===== src/rtl/ro_puf_ctrl_pkg.sv =====
// Shared FSM state encoding, default parameters and challenge-field helper
// for the ring-oscillator PUF controller.
package ro_puf_ctrl_pkg;

  typedef enum logic [2:0] {
    S_IDLE,
    S_SETTLE,
    S_COUNT,
    S_COMPARE,
    S_NEXT,
    S_DONE
  } state_e;

  localparam int unsigned DEF_N_BITS = 4;
  localparam int unsigned DEF_WINDOW = 1024;
  localparam int unsigned DEF_SETTLE = 8;
  localparam int unsigned DEF_CNT_W  = 16;

  // Field layout is {idx_b[2:0], idx_a[2:0]}; identical indices compare an RO with itself.
  function automatic logic pair_equal(input logic [5:0] f);
    return f[5:3] == f[2:0];
  endfunction

endpackage


===== src/rtl/ro_edge_counter.sv =====
// Synchronises an asynchronous oscillator output, detects rising edges and
// counts them with saturation; clear has priority over enable.
module ro_edge_counter #(
  parameter int unsigned CNT_W = 16
) (
  input  logic             clk,
  input  logic             rst_n,
  input  logic             async_i,
  input  logic             clr_i,
  input  logic             en_i,
  output logic [CNT_W-1:0] cnt_o
);

  logic             sync1_q, sync2_q, prev_q;
  logic [CNT_W-1:0] cnt_q;
  logic             rise;

  assign rise  = sync2_q & ~prev_q;
  assign cnt_o = cnt_q;

  always_ff @(posedge clk or negedge rst_n) begin
    if (!rst_n) begin
      sync1_q <= 1'b0;
      sync2_q <= 1'b0;
      prev_q  <= 1'b0;
      cnt_q   <= '0;
    end else begin
      sync1_q <= async_i;
      sync2_q <= sync1_q;
      prev_q  <= sync2_q;
      if (clr_i) begin
        cnt_q <= '0;
      end else if (en_i && rise && (cnt_q != '1)) begin
        cnt_q <= cnt_q + 1'b1;
      end
    end
  end

endmodule


===== src/rtl/ro_puf_ctrl.sv =====
// Ring-oscillator PUF controller: for each challenge field, settles and counts
// two selected oscillators, then records which one ran faster (or a tie).
module ro_puf_ctrl
  import ro_puf_ctrl_pkg::*;
#(
  parameter int unsigned N_BITS = DEF_N_BITS,
  parameter int unsigned WINDOW = DEF_WINDOW,
  parameter int unsigned SETTLE = DEF_SETTLE,
  parameter int unsigned CNT_W  = DEF_CNT_W
) (
  input  logic                clk,
  input  logic                rst_n,
  input  logic                start,
  input  logic [6*N_BITS-1:0] challenge,
  input  logic                mux_out_a,
  input  logic                mux_out_b,
  output logic                ro_en,
  output logic [3:0]          sel_a,
  output logic [3:0]          sel_b,
  output logic                busy,
  output logic                done,
  output logic [N_BITS-1:0]   response,
  output logic [N_BITS-1:0]   tie_mask
);

  localparam int unsigned TMAX = (WINDOW > SETTLE) ? WINDOW : SETTLE;
  localparam int unsigned TW   = $clog2(TMAX + 1);
  localparam int unsigned IW   = $clog2(N_BITS + 1);

  state_e              state_q, state_d;
  logic [IW-1:0]       i_q, i_d;
  logic [6*N_BITS-1:0] chal_q, chal_d;
  logic [TW-1:0]       tmr_q, tmr_d;
  logic [N_BITS-1:0]   resp_q, resp_d, tie_q, tie_d;
  logic [3:0]          sel_a_q, sel_a_d, sel_b_q, sel_b_d;
  logic                busy_q, busy_d, done_q, done_d;
  logic [CNT_W-1:0]    cnt_a, cnt_b;
  logic [6*N_BITS-1:0] lk_src;
  logic [IW-1:0]       lk_idx;
  logic [5:0]          lk_field, cur_field;
  logic                enter;

  ro_edge_counter #(.CNT_W(CNT_W)) u_cnt_a (
    .clk(clk), .rst_n(rst_n), .async_i(mux_out_a),
    .clr_i(state_q == S_SETTLE), .en_i(state_q == S_COUNT), .cnt_o(cnt_a)
  );

  ro_edge_counter #(.CNT_W(CNT_W)) u_cnt_b (
    .clk(clk), .rst_n(rst_n), .async_i(mux_out_b),
    .clr_i(state_q == S_SETTLE), .en_i(state_q == S_COUNT), .cnt_o(cnt_b)
  );

  // Look-ahead field selects the pair about to start so an equal-index pair
  // can jump straight to COMPARE without burning settle/count time.
  always_comb begin
    lk_src    = (state_q == S_IDLE) ? challenge : chal_q;
    lk_idx    = (state_q == S_IDLE) ? '0 : i_q + 1'b1;
    lk_field  = '0;
    cur_field = '0;
    for (int unsigned k = 0; k < N_BITS; k++) begin
      if (lk_idx == IW'(k)) lk_field  = lk_src[6*k +: 6];
      if (i_q == IW'(k))    cur_field = chal_q[6*k +: 6];
    end
  end

  always_comb begin
    state_d = state_q;
    i_d     = i_q;
    chal_d  = chal_q;
    tmr_d   = tmr_q;
    resp_d  = resp_q;
    tie_d   = tie_q;
    sel_a_d = sel_a_q;
    sel_b_d = sel_b_q;
    busy_d  = busy_q;
    done_d  = 1'b0;
    enter   = 1'b0;
    case (state_q)
      S_IDLE: begin
        if (start) begin
          chal_d = challenge;
          i_d    = '0;
          resp_d = '0;
          tie_d  = '0;
          busy_d = 1'b1;
          enter  = 1'b1;
        end
      end
      S_SETTLE: begin
        if (tmr_q == TW'(SETTLE - 1)) begin
          tmr_d   = '0;
          state_d = S_COUNT;
        end else begin
          tmr_d = tmr_q + 1'b1;
        end
      end
      S_COUNT: begin
        if (tmr_q == TW'(WINDOW - 1)) begin
          tmr_d   = '0;
          state_d = S_COMPARE;
        end else begin
          tmr_d = tmr_q + 1'b1;
        end
      end
      S_COMPARE: begin
        for (int unsigned k = 0; k < N_BITS; k++) begin
          if (i_q == IW'(k)) begin
            if (pair_equal(cur_field)) begin
              resp_d[k] = 1'b0;
              tie_d[k]  = 1'b1;
            end else begin
              resp_d[k] = (cnt_a > cnt_b);
              tie_d[k]  = (cnt_a == cnt_b);
            end
          end
        end
        state_d = S_NEXT;
      end
      S_NEXT: begin
        i_d = lk_idx;
        if (lk_idx == IW'(N_BITS)) state_d = S_DONE;
        else                       enter   = 1'b1;
      end
      S_DONE: begin
        done_d  = 1'b1;
        busy_d  = 1'b0;
        state_d = S_IDLE;
      end
      default: state_d = S_IDLE;
    endcase
    if (enter) begin
      tmr_d   = '0;
      sel_a_d = {1'b0, lk_field[2:0]};
      sel_b_d = {1'b0, lk_field[5:3]};
      state_d = pair_equal(lk_field) ? S_COMPARE : S_SETTLE;
    end
  end

  always_ff @(posedge clk or negedge rst_n) begin
    if (!rst_n) begin
      state_q <= S_IDLE;
      i_q     <= '0;
      chal_q  <= '0;
      tmr_q   <= '0;
      resp_q  <= '0;
      tie_q   <= '0;
      sel_a_q <= '0;
      sel_b_q <= '0;
      busy_q  <= 1'b0;
      done_q  <= 1'b0;
    end else begin
      state_q <= state_d;
      i_q     <= i_d;
      chal_q  <= chal_d;
      tmr_q   <= tmr_d;
      resp_q  <= resp_d;
      tie_q   <= tie_d;
      sel_a_q <= sel_a_d;
      sel_b_q <= sel_b_d;
      busy_q  <= busy_d;
      done_q  <= done_d;
    end
  end

  assign ro_en    = (state_q == S_SETTLE) || (state_q == S_COUNT);
  assign sel_a    = sel_a_q;
  assign sel_b    = sel_b_q;
  assign busy     = busy_q;
  assign done     = done_q;
  assign response = resp_q;
  assign tie_mask = tie_q;

endmodule

===== config.mk =====
export PLATFORM = sky130hd
export DESIGN_NAME = ro_puf_ctrl
export DESIGN_NICKNAME = d
export VERILOG_FILES = /design/src/rtl/ro_puf_ctrl_pkg.sv /design/src/rtl/ro_edge_counter.sv /design/src/rtl/ro_puf_ctrl.sv
export SDC_FILE = /design/constraint.sdc
export NUM_CORES = 1
export LEC_CHECK = 0
export ABC_AREA = 1
export BUFFER_PORTS_ARGS = -buffer_cell sky130_fd_sc_hd__buf_2
export CORE_MARGIN = 4
export CORE_UTILIZATION = 45
export DETAILED_ROUTE_END_ITERATION = 8
export PLACE_DENSITY = 0.67
export SYNTH_ARGS = -nofsm -noshare
export SYNTH_HDL_FRONTEND = slang
export SYNTH_SLANG_ARGS = --single-unit

===== constraint.sdc =====
create_clock -name clk -period 2.05 [get_ports clk]
set_input_delay 0 -clock clk [delete_from_list [all_inputs] [get_ports clk]]
set_output_delay 0 -clock clk [all_outputs]
set_load 0.05 [all_outputs]

Word level (Yosys, flattened, before mapping)
Cells that the tools add are included.
- word-level logic and storage cells: 128
- register bits: 95
- input bits: 29
- output and inout port bits: 19
- equal/unequal tests: 28
- reduce and logical (&&, ||, !) cells: 22
- $lt $le $gt $ge: 1
- multiplexer cells: 45
- bitwise operators: 4
- $add $sub $neg: 4
- operator list (kind ; number):
    two-way mux 16 bit ; 4
    two-way mux 6 bit ; 8
    two-way mux 11 bit ; 3
    adder 16 x 1 -> 16 bit (second input constant) ; 2
    inequality test 16 bit (second input constant) ; 2
    two-way mux 24 bit ; 1
    case mux 11 bit (2 select lines) ; 1
    == test 3 x 2 -> 1 bit (second input constant) ; 6
    two-way mux 3 bit ; 6
    == test 16 bit ; 1
    greater-than comparator 16 bit ; 1
    case mux 4 bit (2 select lines) ; 2
    case mux 3 bit (5 select lines) ; 1
    two-way mux 1 bit ; 14
    inequality test 2 bit (second input constant) ; 6
    AND reduction 3 bit ; 4
    adder 11 x 1 -> 11 bit (second input constant) ; 1
    == test 11 x 10 -> 1 bit (second input constant) ; 1
    == test 11 x 3 -> 1 bit (second input constant) ; 1
    nonzero test 2 bit ; 5
    == test 3 x 1 -> 1 bit (second input constant) ; 3
    == test 3 bit (second input constant) ; 3
    zero test 3 bit ; 3
    inequality test 3 bit (second input constant) ; 3
    13 further kinds ; 22

Longest topological paths before layout
- word-level depth: 10
- gate-level depth with buffers: 14
- mapped depth without buffers: 12

Modules after synthesis
A second synthesis with hierarchy kept.
- cells, all modules: 819
- area, all modules: 5944.5 µm²
- by module, submodules not included (module ; seq. area each (µm²) ; area each (µm²) ; cells each ; times used):
    ro_puf_ctrl ; 1426.4 ; 3694.8 ; 521 ; 1
    ro_edge_counter ; 475.5 ; 1124.8 ; 149 ; 2

Worst setup path after synthesis
Ideal clock, no wire load.
- path kind: reg2reg
- start: reg i_q[0]
- end: reg tmr_q[7]
- setup slack: -170 ps
- stages on the path, launching flop included: 13
- data required time: 1926 ps
- arrival time: 2096 ps
- path buffers: 3
- library setup time: 124 ps
- clock period less this slack: 2220 ps
- cell sequence: dfrtp_1 > inv_1 > clkbuf_1 > ha_1 > clkbuf_1 > nand2_1 > nand3_4 > nor2_4 > inv_2 > buf_6 > nand2_1 > xor2_1 > nor2_1
- longest elaborated chain between the ends: 6
- elaborated cells on any way between the ends: 7
- those cells by class: add/sub (1); eq/ne (1); mux (4); reduce/logical (1)
- RTL lines (item ; RTL line ; text):
    start: declaration ; ro_puf_ctrl.sv:31 ; logic [IW-1:0] i_q, i_d;
    start signal: assignment ; ro_puf_ctrl.sv:153 ; i_q <= i_d;
    adder 3 x 1 -> 3 bit * ; ro_puf_ctrl.sv:57 ; lk_idx = (state_q == S_IDLE) ? '0 : i_q + 1'b1;
    two-way mux 3 bit * ; ro_puf_ctrl.sv:57 ;
    == test 3 bit * ; ro_puf_ctrl.sv:121 ; if (lk_idx == IW'(N_BITS)) state_d = S_DONE;
    two-way mux 1 bit * ; ro_puf_ctrl.sv:121 ;
    case mux 1 bit (2 select lines) * ; ro_puf_ctrl.sv:78 ; case (state_q)
    nonzero test 3 bit (no source line) / two-way mux 11 bit (equally long branches) ; - ;
    end signal: assignment ; ro_puf_ctrl.sv:155 ; tmr_q <= tmr_d;
    end: declaration ; ro_puf_ctrl.sv:33 ; logic [TW-1:0] tmr_q, tmr_d;
Mark *: on every way between the ends. The rest lies on a longest branch, timed or not.
A chain may end at the register's enable or synchronous reset.

Final worst setup path
- start: reg i_q[0]
- end: reg state_q[1]
- longest elaborated chain between the ends: 10
- elaborated cells on any way between the ends: 21
- those cells by class: add/sub (1); eq/ne (9); mux (9); reduce/logical (2)
- RTL lines (item ; RTL line ; text):
    adder 3 x 1 -> 3 bit * ; ro_puf_ctrl.sv:57 ;
    two-way mux 3 bit * ; ro_puf_ctrl.sv:57 ;
    zero test 3 bit ; ro_puf_ctrl.sv:61 ; if (lk_idx == IW'(k)) lk_field = lk_src[6*k +: 6];
    two-way mux 6 bit (4 in a row) ; ro_puf_ctrl.sv:61 ;
    == test 3 bit ; ro_puf_ctrl_pkg.sv:21 ; return f[5:3] == f[2:0];
    two-way mux 2 bit ; ro_puf_ctrl.sv:135 ; state_d = pair_equal(lk_field) ? S_COMPARE : S_SETTLE;
    two-way mux 3 bit ; ro_puf_ctrl.sv:131 ; if (enter) begin
    end signal: assignment ; ro_puf_ctrl.sv:152 ; state_q <= state_d;
    end: declaration ; ro_puf_ctrl.sv:30 ; state_e state_q, state_d;
Marked as above.

==> flow_summary.toml <==
[cts]
root_buffer = "clkbuf_16"
clock-sinks = 95
cts_tree = "yes"
htreeDepth = 3
cts.clk_slew.worst_paths_ns = 0.07
clock_path_buffers = 2
cts_made_buffers = 9
insertion_delay_ns = 0.35

[logic_synthesis]
yosysSeqAreaShare_pct = 43.00
ys_seq_elements = 95
synth_top_cell_by_area = "dfrtp_1"
synth_top_family_by_area = "simple AND/OR/NAND/NOR gates"
synthMuxAreaShare_pct = 3.462
synth_compound_area_share_pct = 11.34
synth_top_area_share_pct = 43.00
synth_area_leaders = "dfrtp_1, nand2_1, inv_1"
synth_cells = 689
synth-simple-area-share_pct = 26.79
yosysWarnings = 0
async_flop_share_pct = 100.0
ys.flop_type = "dfrtp_1"
syn_area_um2 = 5529
synth_cell_types = 43
synth.avg_cell_area_um2 = 8.025
synthAdderAreaFrac_pct = 5.431
synth-edff-count = 0
synth_xor_area_share_pct = 2.376

[placement]
place_worst_setup_slack_ns = 0.07035
gp_congestion = 0.9384
dp_hpwl_um = 9948
portBuffers = 45

[sta]
period_minus_slack_ns = 1.909
finalSetupViolCount = 0
finalSetupTns_ns = 0
slew_headroom_pct = 61.68
setup_ws_ns = 0.1409
hold_ws_ns = 0.09488
finClkSkew_ns = 0.01056
drv_slew = 0
final-hold-violation-count = 0
fmax_mhz = 523.8
tightest_slew_ns = 0.5748
fin_crit_sh_pct = 93.13

[die]
die_x_um = 118.8
rows = 40
start_util_pct = 46.03
die-area_um2 = 14120
ios = 48
coreArea_um2 = 12010
die_y_um = 118.8

[cells_and_area]
fillers = 1078
seqCellArea_um2 = 2377
n_antenna_cell = 0
syn_to_final_growth_pct = 19.30
multi_input_area_um2 = 2781
final_common_cell = "nand2_1"
finalNetCount = 828
drive_gt1_share_pct = 16.58
layout_common_cells = "nand2_1, dfrtp_1, inv_1, nor2_1, nand3_1"

[setup_path]
cp_max_fo = 5
crit_path_start_kind = "register"
crit_required_ns = 2.32
critPathKind = "reg -> reg"
arrival_ns = 2.18
endpoint_kind = "register"

[global_route]
antenna_found_initial = 0
grt_overflow = 0
grt_pass1_wl_um = 22490
grt_pass1_vias = 4829
grt_usage_pct = 19.55
grt_max_degree = 43

[min_path]
hold_path_class = "in -> reg"

[route]
ant_nets = 0
wirelength_um = 13240
drtPass1Iterations = 5
wire_per_inst_um = 14.31
vias_per_cell = 5.294
vias = 4897
drc = 0
dr.first_iter.drc_count = 273

[power]
cellLeakagePower_nw = 3.316
power_density_nw_per_um2 = 660.0
vdd.ir_drop.worst_v = 0.0004285

[run]
cap_viol_max_count = 0

[outcome]
status = "finished clean"
==> synthesized netlist by cell type (2+ instances only) <==
cell / instances
nor2_2: 7
mux2_2: 17
nand3_4: 2
o21ai_1: 2
o21ai_0: 45
nand2_2: 2
nor3_1: 17
a21oi_1: 48
nand4_1: 10
dfrtp_1: 95
buf_4: 3
buf_6: 2
xnor2_1: 7
clkbuf_1: 6
o31ai_1: 3
and3_1: 3
nand3_1: 55
inv_2: 2
nand2_1: 146
buf_2: 4
nor4_1: 3
nor2_4: 5
a31oi_1: 3
o211ai_1: 3
a211oi_1: 3
nand2_4: 3
ha_1: 24
xor2_1: 8
inv_1: 84
nor2_1: 64
==> stage by stage <==
stage / power [mW] / utilization, % / instance area [um^2] / std cells
final: 4.354 / 54.92 / 6596 / 925
after global routing: 4.586 / 54.92 / 6596 / 925
after CTS: 4.394 / 54.46 / 6541 / 923
after detailed placement: 2.699 / 49.82 / 5984 / 882
after global placement: 2.662 / 49.82 / 5984 / 882
after floorplan: 2.483 / - / 5540 / 690
==> logic make-up (layout without fill, tap and decap cells) <==
logic type | count (synthesis) | after routing
AND/OR/NAND/NOR | 321 | 321
XOR/XNOR | 15 | 15
multiplexers | 17 | 17
adder cells (fa/ha/maj) | 24 | 24
flip-flops | 95 | 95
AO/OA/AOI/OAI | 114 | 114
other | 1 | 2
buffers and inverters | 102 | 190
==> power by group <==
part / total [mW] / internal [mW] / leakage (nW) / switching [mW]
logic: 0.625 / 0.250 / 1.97 / 0.375
registers: 2.08 / 1.97 / 1.21 / 0.118
clock network: 1.65 / 0.960 / 0.140 / 0.686
total: 4.35 / 3.18 / 3.32 / 1.18
==> path summary, 6_finish.rpt <==
| kind | from | endpoint | slack (ns) | cells after the start |
|---|---|---|---|---|
| max in group asynchronous | rst_n | sel_a[0] | 1.20 | 3 |
| worst max-delay path | i_q[0] | state_q[1] | 0.14 | 10 |
| min in group asynchronous | rst_n | u_cnt_a.cnt_o[3] | 0.20 | 2 |
| worst min register to register | u_cnt_a.sync1_q | u_cnt_a.sync2_q | 0.35 | 0 |
| worst max register to register | i_q[0] | state_q[1] | 0.14 | 10 |
| worst min-delay path | start | chal_q[22] | 0.09 | 3 |
==> final cells by class <==
cell class	instances	area share, %
clock buffers	10	3.623
clock inverters	4	0.7208
inverters	87	4.989
multi-input cells	493	42.17
flip-flops and latches	95	36.04
well taps	147	2.788
repair buffers	89	9.674
==> state kept, by name (all words and copies together), names as in the netlist <==
signal	cells
busy	1
response	4
tie_mask	4
u_cnt_b.prev_q	1
u_cnt_b.sync2_q	1
sel_b	3
done	1
u_cnt_b.cnt_o	16
u_cnt_a.cnt_o	16
tmr_q	11
u_cnt_a.sync2_q	1
state_q	3
i_q	3
chal_q	24
u_cnt_b.sync1_q	1
sel_a	3
u_cnt_a.prev_q	1
u_cnt_a.sync1_q	1
==> worst max-delay path, cell delays in order (launching register included) <==
cell	delay (ns)
dfrtp_1	0.41
ha_1	0.24
ha_4	0.31
nand2_1	0.10
nor2_2	0.18
nand3_1	0.09
o21ai_0	0.12
nand3_1	0.10
nand2_1	0.08
nand3_1	0.07
a21oi_1	0.12
==> routing by layer <==
layer  vias to the layer above  routed length [um]  track usage [%]
met5                         -                   0                0
met4                         0                 400            9.703
met3                        28                 529            2.754
met2                       108                6562            33.29
met1                      2322                5743            24.35
li1                       2439                   -                -
==> timing repair <==
item | in CTS | in global routing
hold buffers | 27 | 0
hold endpoints to repair | 66 | 0
buffers inserted | 0 | 2
gates resized for setup | 0 | 14
endpoints found under the setup margin | 0 | 14
Note: power is estimated with default switching activity, not from simulation.
